[src/rtl/logic_pulser.sv]
// Tri-state stimulus driver for the probed node: hi-Z, force low/high, or debounced trigger pulses.
// Optional burst mode (burst_len port, multi-pulse per trigger) is enabled by defining LOGIC_PULSER_BURST_EN.
`timescale 1ns/1ps
module logic_pulser #(
  parameter int unsigned PULSE_WIDTH    = 50,
  parameter int unsigned PERIOD_BASE    = 500,
  parameter int unsigned PERIOD_WIDTH   = 16,
  parameter int unsigned DEBOUNCE_WIDTH = 20
) (
  input  logic       clk,
  input  logic       pulse_reset,
  input  logic [1:0] mode,
  input  logic       pulse_pol,
  input  logic       trigger,
  input  logic       continuous,
  input  logic [1:0] period_sel,
`ifdef LOGIC_PULSER_BURST_EN
  input  logic [3:0] burst_len,
`endif
  output logic       drv_out,
  output logic       drv_oe,
  output logic       busy,
  output logic [7:0] pulse_count
);

  localparam logic [1:0] ST_IDLE  = 2'd0;
  localparam logic [1:0] ST_PULSE = 2'd1;
  localparam logic [1:0] ST_GAP   = 2'd2;

  localparam logic [1:0] MODE_HIZ   = 2'd0;
  localparam logic [1:0] MODE_LOW   = 2'd1;
  localparam logic [1:0] MODE_HIGH  = 2'd2;
  localparam logic [1:0] MODE_PULSE = 2'd3;

  localparam logic [PERIOD_WIDTH-1:0] PW_P    = PERIOD_WIDTH'(PULSE_WIDTH);
  localparam logic [PERIOD_WIDTH-1:0] PW_LAST = PERIOD_WIDTH'(PULSE_WIDTH - 1);
  localparam logic [PERIOD_WIDTH-1:0] BASE_P  = PERIOD_WIDTH'(PERIOD_BASE);
  localparam logic [PERIOD_WIDTH-1:0] ONE_P   = PERIOD_WIDTH'(1);

  logic                      sync1, sync2;
  logic                      stable, stable_d;
  logic [DEBOUNCE_WIDTH-1:0] db_cnt;
  logic                      trig_evt;

  logic [1:0]              state, state_n;
  logic [PERIOD_WIDTH-1:0] cnt, cnt_n;
  logic [PERIOD_WIDTH-1:0] period_q, period_n;
  logic [PERIOD_WIDTH-1:0] gap_last;
  logic                    pol_q, pol_n;
  logic [7:0]              count_n;
  logic                    drv_out_n, drv_oe_n, busy_n;
  logic                    start;
`ifdef LOGIC_PULSER_BURST_EN
  logic [3:0]              burst_rem, burst_n;
`endif

  // Trigger synchronizer and debouncer: stable only follows after a full counter run of disagreement
  always_ff @(posedge clk or negedge pulse_reset) begin
    if (!pulse_reset) begin
      sync1    <= 1'b0;
      sync2    <= 1'b0;
      stable   <= 1'b0;
      stable_d <= 1'b0;
      db_cnt   <= '0;
    end else begin
      sync1    <= trigger;
      sync2    <= sync1;
      stable_d <= stable;
      if (sync2 == stable) begin
        db_cnt <= '0;
      end else if (db_cnt == '1) begin
        stable <= sync2;
        db_cnt <= '0;
      end else begin
        db_cnt <= db_cnt + DEBOUNCE_WIDTH'(1);
      end
    end
  end

  assign trig_evt = stable & ~stable_d;
  assign gap_last = period_q - PW_P - ONE_P;

  // State and registered-output update
  always_ff @(posedge clk or negedge pulse_reset) begin
    if (!pulse_reset) begin
      state       <= ST_IDLE;
      cnt         <= '0;
      period_q    <= '0;
      pol_q       <= 1'b0;
      pulse_count <= 8'd0;
      drv_out     <= 1'b0;
      drv_oe      <= 1'b0;
      busy        <= 1'b0;
`ifdef LOGIC_PULSER_BURST_EN
      burst_rem   <= 4'd0;
`endif
    end else begin
      state       <= state_n;
      cnt         <= cnt_n;
      period_q    <= period_n;
      pol_q       <= pol_n;
      pulse_count <= count_n;
      drv_out     <= drv_out_n;
      drv_oe      <= drv_oe_n;
      busy        <= busy_n;
`ifdef LOGIC_PULSER_BURST_EN
      burst_rem   <= burst_n;
`endif
    end
  end

  // Next-state, counters and next output values
  always_comb begin
    state_n   = state;
    cnt_n     = cnt;
    period_n  = period_q;
    pol_n     = pol_q;
    count_n   = pulse_count;
    start     = 1'b0;
    drv_out_n = 1'b0;
    drv_oe_n  = 1'b0;
    busy_n    = 1'b0;
`ifdef LOGIC_PULSER_BURST_EN
    burst_n   = burst_rem;
`endif

    case (state)
      ST_IDLE: begin
        cnt_n = '0;
        if (trig_evt && (mode == MODE_PULSE)) begin
          start = 1'b1;
`ifdef LOGIC_PULSER_BURST_EN
          burst_n = burst_len;
`endif
        end
      end
      ST_PULSE: begin
        if (mode != MODE_PULSE) begin
          state_n = ST_IDLE;
          cnt_n   = '0;
        end else if (cnt == PW_LAST) begin
          state_n = ST_GAP;
          cnt_n   = '0;
        end else begin
          cnt_n = cnt + ONE_P;
        end
      end
      ST_GAP: begin
        if (mode != MODE_PULSE) begin
          state_n = ST_IDLE;
          cnt_n   = '0;
        end else if (cnt == gap_last) begin
          if (continuous) begin
            start = 1'b1;
`ifdef LOGIC_PULSER_BURST_EN
          end else if (burst_rem != 4'd0) begin
            start   = 1'b1;
            burst_n = burst_rem - 4'd1;
`endif
          end else begin
            state_n = ST_IDLE;
            cnt_n   = '0;
          end
        end else begin
          cnt_n = cnt + ONE_P;
        end
      end
      default: begin
        state_n = ST_IDLE;
        cnt_n   = '0;
      end
    endcase

    // Period and polarity are captured once per pulse so a period never changes shape mid-way
    if (start) begin
      state_n  = ST_PULSE;
      cnt_n    = '0;
      period_n = BASE_P << {period_sel, 1'b0};
      pol_n    = pulse_pol;
      count_n  = pulse_count + 8'd1;
    end

    busy_n = (state_n != ST_IDLE);

    case (mode)
      MODE_HIZ: begin
        drv_oe_n  = 1'b0;
        drv_out_n = 1'b0;
      end
      MODE_LOW: begin
        drv_oe_n  = 1'b1;
        drv_out_n = 1'b0;
      end
      MODE_HIGH: begin
        drv_oe_n  = 1'b1;
        drv_out_n = 1'b1;
      end
      default: begin
        drv_oe_n = 1'b1;
        if (state_n == ST_PULSE)     drv_out_n = ~pol_n;
        else if (state_n == ST_GAP)  drv_out_n = pol_n;
        else                         drv_out_n = pulse_pol;
      end
    endcase
  end

endmodule
[config.mk]
export PLATFORM = sky130hd
export DESIGN_NAME = logic_pulser
export DESIGN_NICKNAME = d
export VERILOG_FILES = /design/src/rtl/logic_pulser.sv
export SDC_FILE = /design/constraint.sdc
export NUM_CORES = 1
export LEC_CHECK = 0
export BUFFER_PORTS_ARGS = -buffer_cell sky130_fd_sc_hd__buf_2
export CORE_UTILIZATION = 61
export CTS_CLUSTER_SIZE = 16
export DETAILED_ROUTE_END_ITERATION = 10
export GPL_TIMING_DRIVEN = 0
export PLACE_DENSITY_LB_ADDON = 0.08
export SYNTH_ARGS = -nofsm -noshare
export SYNTH_HDL_FRONTEND = slang
export SYNTH_SLANG_ARGS = --single-unit
[constraint.sdc]
create_clock -name clk -period 3.6 [get_ports clk]
set_clock_uncertainty 0.15 [all_clocks]
set_input_delay 0.54 -clock clk [delete_from_list [all_inputs] [get_ports clk]]
set_output_delay 0.54 -clock clk [all_outputs]
set_load 0.01 [all_outputs]
==> impl_results.md, run 1 <==
- CP peak stage delay: 570 ps
- Dpl ws: -39.7 ps
- Min Tclk post-route: 3380 ps
- Non-filler instance count after layout: 461
- Sequential share of the synthesized area: 0.456
- Max cap viols: 0
- Layout Area Growth over Synthesis: 11.5%
- Required time worst endpoint: 3700 ps
- Antenna violations before repair: 0
- Ys flop type: dfrtp_1
- Vias: 2661
- Mux cell area share after synthesis: 0.00331
- Yosys cell types: 50
- ANT nets after route: 0
- Vias/cell: 5.77
- Final setup viols: 0
- Detailed Route Iter0 Violations: 171
- Metal-1 WL: 3140 um
- Max IR drop VDD: 0.223 mV
- Wire per inst: 14.8 um
- Post-Place Cells: 445
- RSZ-0062 raised after global routing: no
- Leak pwr: 0.00172 uW
- Nets: 409
- PortBufs: 19
- Final worst slack: 221 ps
- # rows: 26
- CTS Buf Count: 9
- Critical path endpoint category: register
- Longest Clk Path Bufs: 2
- Cells along the critical path: ha_1 > a211o_1 > xnor2_1 > or3_1 > or4b_1 > o211a_1 > o2111a_1 > a211o_1 > a211oi_1
- Worst skew pair latency: 350 ps
- Max Fclk: 296 MHz
- Post-Syn Area: 3400 um^2
- N_diodes: 0
- Largest family of logic cells by synthesized area: simple AND/OR/NAND/NOR gates
- Slew @ Worst Pin: 764 ps
- Syn avg cell area: 9.56 um^2
- Worst min path class: in -> async
- GRT Total Usage: 0.259
- Cells after Synth: 356
- Hold Vio Cnt, Final: 0
- RePlAce Congestion: 0.891
- Yosys top cell by area: dfrtp_1
- Async SR Flop Fraction: 1.00
- WL met3: 278 um
- Synth Register Bits: 62
- Synth Area in Adders: 0.0515
- Clock transition at path regs: 70 ps
- H-tree depth: 3
- Grt ovf: 0
- Slew Limit Fails: 0
- Synth top area cells: dfrtp_1 46%, xnor2_1 5.7%, xor2_1 5.7%, ha_1 5.1%, nor2_1 5.0%
- Crit share post-route: 0.939
- Initial core utilization: 0.650
- Layout cells sized above 1: 0.115
- EDFF count, synth: 0
- Synth top area share: 0.456
- Drt pass-1 iters: 5
- Worst Setup Start Kind: register
- Synth Area in Compound Gates: 0.107
- Mapped Nets: 379
- DR top layer: met4
- Buf/Inv on CP: 0
- Remaining DRCs: 0
- CP top delay family: compound AO/OA/AOI/OAI gates
- Crit-path slowest cell: or4b_1
- Full die area: 5880 um^2
- YS warnings: 0
- Cell mode on critical path: a211o_1
- DIE HEIGHT: 76.7 um
- Slew margin rel.: 0.491
- Critical Path AT: 3480 ps
- Vias in the first global route: 2666
- Core Util, Final: 0.724
- Status: complete, no violations
- DP HPWL: 4760 um
- First-pass GRT wire length: 12000 um
- DRT Wirelength: 6830 um
- # clock sinks: 62
- Met2 routed WL: 3320 um
- Setup CP Type: reg -> reg
- Post-synth top cells: 62 x dfrtp_1, 45 x nor2_1, 31 x nand2_1
- Synth Area in XOR/XNOR: 0.113
- Synth Area in Simple Gates: 0.239
- Count leader, synth: dfrtp_1
- Placeable Area: 5240 um^2
- CTS tree: done
- Hold_buf cts: 0
- Die width: 76.7 um
- Worst Path Max Fanout: 10
- Pin count of the biggest net entering global routing: 63
- Power Dens Cells: 357 nW/um^2
- Clock Tree Root: clkbuf_8
- I/O pins: 20
==> report_power, final <==
| group | total [uW] | switching, uW | internal (uW) | leakage (uW) |
|---|---|---|---|---|
| clock | 614 | 276 | 338 | 0.0000955 |
| sequential | 705 | 3.22 | 702 | 0.000838 |
| combinational | 36.6 | 26.0 | 10.6 | 0.000789 |
==> routing by layer <==
metal  vias up  track usage
li1       1299            -
met1      1291        0.329
met2        61        0.433
met3        10       0.0607
met4         0       0.0904
met5         -            0
==> cell families after synthesis <==
kind of cell             after synthesis
AO/OA/AOI/OAI                         51
XOR/XNOR                              44
adder cells (fa/ha/maj)               14
buffers and inverters                 26
flip-flops                            62
multiplexers                           1
AND/OR/NAND/NOR                      158
==> layout make-up <==
class	instances	area, um^2
Tap cell	70	87.6
Multi-Input combinational cell	268	1750
Clock inverter	5	58.8
Inverter	14	52.6
Sequential cell	62	1550
Fill cell	390	1440
Clock buffer	11	141
Timing Repair Buffer	20	105
Buffer	11	43.8
==> final timing paths <==
path | startpoint | endpoint | slack (ps) | cells past startpoint
worst min-delay path | pulse_reset | cnt[4]$_DFFE_PN0P_ | 120 | 1
max in group asynchronous | pulse_reset | cnt[10]$_DFFE_PN0P_ | 2680 | 1
min in group clk | trigger | sync1$_DFF_PN0_ | 150 | 1
worst max-delay path | period_q[7]$_DFFE_PN0N_ | drv_out$_DFF_PN0_ | 220 | 9
worst max register to register | period_q[7]$_DFFE_PN0N_ | drv_out$_DFF_PN0_ | 220 | 9
worst min register to register | sync1$_DFF_PN0_ | sync2$_DFF_PN0_ | 200 | 0
==> layout by cell type (no fill, tap or decap), types with 9 or more instances in the layout <==
cell type / n
o21ai_0: 14
a21oi_1: 9
ha_1: 14
nand2_1: 31
clkbuf_1: 9
clkbuf_8: 10
and3_1: 9
or3_1: 10
nand4_1: 9
nand3_1: 16
buf_2: 19
nor2_1: 45
inv_1: 14
dfrtp_1: 62
xor2_1: 22
xnor2_1: 22
==> metrics by stage <==
step           power [uW]  hold WS, ps  TNS, ps  area [um^2]
3_5_place_dp          755          186     -207         3580
4_1_cts              1370          130        0         3790
3_3_place_gp          755          183    -46.3         3580
5_1_grt              1400          138        0         3790
2_1_floorplan         731         94.4        0         3400
6_report             1360          120        0         3790
==> registers in the layout, summed over array words and instances, names as in the netlist <==
register,flops
db_cnt,20
cnt,16
period_q,8
pulse_count,8
state,2
busy,1
drv_oe,1
drv_out,1
pol_q,1
stable,1
stable_d,1
sync1,1
sync2,1
==> timing repair <==
| item | in CTS | in global routing |
|---|---|---|
| pin swaps | 0 | 3 |
| setup endpoints to repair | 10 | 12 |
| cloned | 0 | 0 |
| gates resized for setup | 1 | 2 |
| hold endpoints to repair | 0 | 0 |
| buffers inserted | 0 | 1 |
(Power assumes the default switching activity.)
==> inputs of run 2 (changes only) <==
- ABC_AREA: default -> 1
==> impl_results.md, run 2 <==
- Status: complete, no violations
- Yosys cell types: 41 (-18%)
- Async SR Flop Fraction: 1.00 (unchanged)
- Post-Place Cells: 550 (+24%)
- Reg power frac: 0.518 (-0.002)
- I/O pins: 20 (unchanged)
- Max Fclk: 366 MHz (+24%)
- Reg2Reg Setup Slack: 860 ps (+640 ps)
- Synth Area in XOR/XNOR: 0.0650 (-0.0483)
- Synth top area share: 0.426 (-0.0296)
- End of the critical path: cnt[14]$_DFFE_PN0P_
- Biggest register: db_cnt
- Fillcell total: 471 (+21%)
- Antenna violations before repair: 0 (unchanged)
- Wire per inst: 13.2 um (-11%)
- Worst skew pair latency: 340 ps (about the same)
- DP HPWL: 5530 um (+16%)
- GRT Total Usage: 0.268 (+0.00912)
- Critical path endpoint category: register
- DIE HEIGHT: 79.2 um (+3.3%)
- First-pass GRT wire length: 12800 um (+6.6%)
- Gate power share: 0.028 (about the same)
- Register-to-Register Path Depth: 15 (+6)
- DRT Wirelength: 7440 um (+8.9%)
- ANT nets after route: 0 (unchanged)
- P_sw: 312 uW (+2.2%)
- Synth Area in Compound Gates: 0.0416 (-0.0658)
- PortBufs: 19 (unchanged)
- Synth Register Bits: 62 (unchanged)
- H-tree depth: 3 (unchanged)
- Detailed Route Iter0 Violations: 198 (+16%)
- Syn avg cell area: 7.93 um^2 (-17%)
- Count leader, synth: nand2_1
- Full die area: 6280 um^2 (+6.8%)
- Non-filler instance count after layout: 565 (+23%)
- Clock transition at path regs: 70 ps (about the same)
- YS warnings: 0 (unchanged)
- Leak pwr: 0.00196 uW (+14%)
- Nets: 512 (+25%)
- Post-synth top cells: 98 x nand2_1, 62 x dfrtp_1, 59 x inv_1, 59 x nor2_1, 44 x nand3_1
- Die width: 79.2 um (+3.3%)
- Sequential share of the synthesized area: 0.426 (-0.0296)
- # clock sinks: 62 (unchanged)
- Slew Limit Fails: 0 (unchanged)
- Worst Path Max Fanout: 10 (unchanged)
- PostCTS Resize Cnt: 0 (-1)
- Switch share: 0.229 (+0.00414)
- Power Internal: 1050 uW (-0.20%)
- RePlAce Congestion: 0.935 (+4.9%)
- Worst min path class: in -> async
- Hold Vio Cnt, Final: 0 (unchanged)
- Layout Area Growth over Synthesis: 10.6%
- Slew @ Worst Pin: 765 ps (+1.32 ps)
- Vias/cell: 5.42 (-6.2%)
- Longest Clk Path Bufs: 2 (unchanged)
- Crit share post-route: 0.760 (-0.179)
- Largest registers: db_cnt (20), cnt (16)
- Dpl ws: 929 ps (+969 ps)
- Remaining DRCs: 0 (unchanged)
- Critical Path AT: 2790 ps (-690 ps)
- Multi-input gate area: 1820 um^2 (+3.6%)
- CP Launch Point: period_q[7]$_DFFE_PN0N_
- Commonest cells after routing, fill and taps aside: 98 x nand2_1, 62 x dfrtp_1, 59 x inv_1, 59 x nor2_1, 44 x nand3_1
- Synth Area in Simple Gates: 0.341 (+0.102)
- Power Total: 1360 uW (+0.34%)
- Min Tclk post-route: 2740 ps (-643 ps)
- Vias: 3060 (+15%)
- Setup CP Type: reg -> reg
- Max IR drop VDD: 0.257 mV (+15%)
- Clock Tree Root: clkbuf_8
- Largest family of logic cells by synthesized area: simple AND/OR/NAND/NOR gates
- N_diodes: 0 (unchanged)
- EDFF count, synth: 0 (unchanged)
- Yosys top cell by area: dfrtp_1
- Synth Area in Adders: 0.0481 (-0.00335)
- Max FFs per register: 20 (unchanged)
- Initial core utilization: 0.645 (-0.00461)
- Clock group share of total power: 0.454 (about the same)
- # Post-CTS Setup Buffers: 0 (unchanged)
- Ys flop type: dfrtp_1
- Required time worst endpoint: 3650 ps (-50 ps)
- Vias in the first global route: 2828 (+6.1%)
- Mapped Nets: 482 (+27%)
- RSZ-0062 raised after global routing: no
- Synth top area cells: dfrtp_1 43%, nand2_1 10%, inv_1 6.1%, nor2_1 6.1%, nand3_1 6.1%
- Grt ovf: 0 (unchanged)
- Hold_buf cts: 0 (unchanged)
- Post-Syn Area: 3640 um^2 (+7.0%)
- Mux cell area share after synthesis: 0.00309 (-0.000215)
- CTS Buf Count: 9 (unchanged)
- CTS tree: done
- Reg2reg start: period_q[7]$_DFFE_PN0N_
- Worst Setup Start Kind: register
- Crit Reg-Reg Endpoint: cnt[14]$_DFFE_PN0P_
- Power Dens Cells: 338 nW/um^2 (-5.4%)
- Final worst slack: 864 ps (+643 ps)
- Cells after Synth: 459 (+29%)
- Placeable Area: 5640 um^2 (+7.7%)
- Storage element area: 1550 um^2 (unchanged)
- Slew margin rel.: 0.490 (-0.000882)
- Commonest non-fill, non-tap cell in the layout: nand2_1
- Layout cells sized above 1: 0.124 (+0.00864)
- Final setup TNS: 0 ps (unchanged)
- # rows: 27 (+3.8%)
- Pin count of the biggest net entering global routing: 63 (unchanged)
- Final setup viols: 0 (unchanged)
- Drt pass-1 iters: 5 (unchanged)
- Max cap viols: 0 (unchanged)
-- run 2: changes by cell type after synthesis, moves of 12 or more --
cell / delta
nand2_1: +67
inv_1: +45
nand3_1: +28
xnor2_1: -16
nor2_1: +14
nor3_1: +12
-- run 2: metrics by stage --
stage	utilization	instance area (um^2)	hold WS [ps]
final	0.713	4020	90.0
after global routing	0.713	4020	145
after CTS	0.713	4020	148
after detailed placement	0.678	3820	186
after global placement	0.678	3820	184
after floorplan	-	3640	94.4
-- run 2: metal layers --
| layer | wire [um] | track usage | up-vias |
|---|---|---|---|
| met5 | 0 | 0 | - |
| met4 | 93 | 0.0909 | 0 |
| li1 | - | - | 1547 |
| met1 | 3550 | 0.371 | 1408 |
| met3 | 441 | 0.0655 | 10 |
| met2 | 3350 | 0.411 | 95 |
-- run 2: cells by family (layout without fill, tap and decap cells) --
kind of cell / count (synthesis) / in the layout
mux: 1 / 1
simple gates: 262 / 262
xor+xnor: 27 / 27
fa+ha+maj: 14 / 14
buf+inv: 68 / 102
flops: 62 / 62
compound gates: 25 / 25
-- run 2: worst min path at each step --
stage | start | endpoint | depth (start not counted)
6_report | pulse_reset | period_q[7]$_DFFE_PN0N_ | 1
3_5_place_dp | sync1$_DFF_PN0_ | sync2$_DFF_PN0_ | 0
3_3_place_gp | sync1$_DFF_PN0_ | sync2$_DFF_PN0_ | 0
2_1_floorplan | pulse_reset | busy$_DFF_PN0_ | 0
5_1_grt | trigger | sync1$_DFF_PN0_ | 1
4_1_cts | trigger | sync1$_DFF_PN0_ | 1
-- run 2: cell type report --
cell class              count  share of cell area
multi-input cells         329               0.452
flip-flops and latches     62               0.386
inverters                  61              0.0569
clock buffers              10              0.0342
repair buffers             19              0.0243
well taps                  72              0.0224
clock inverters             5              0.0146
plain buffers               7              0.0103
-- run 2: critical path, stage by stage, from the launching register on --
cell and delay [ps]:
dfrtp_1 450, inv_1 130, ha_1 300, inv_1 70, nand2_1 50, nand2_1 90
nand3_1 80, nor2_1 110, nand3_1 80, nor2_1 140, nand4_2 140, nand2_2 180
inv_2 80, nand2_1 250, buf_4 240, nor3_1 50
-- run 2: power by group through the flow --
stage / Combinational [uW] / Clock [uW] / Sequential [uW]
floorplan: 14.3 / 0 / 718
global placement: 38.9 / 0 / 717
detailed placement: 40.3 / 0 / 717
CTS: 40.5 / 628 / 704
global route: 46.0 / 662 / 704
finish: 38.7 / 617 / 704
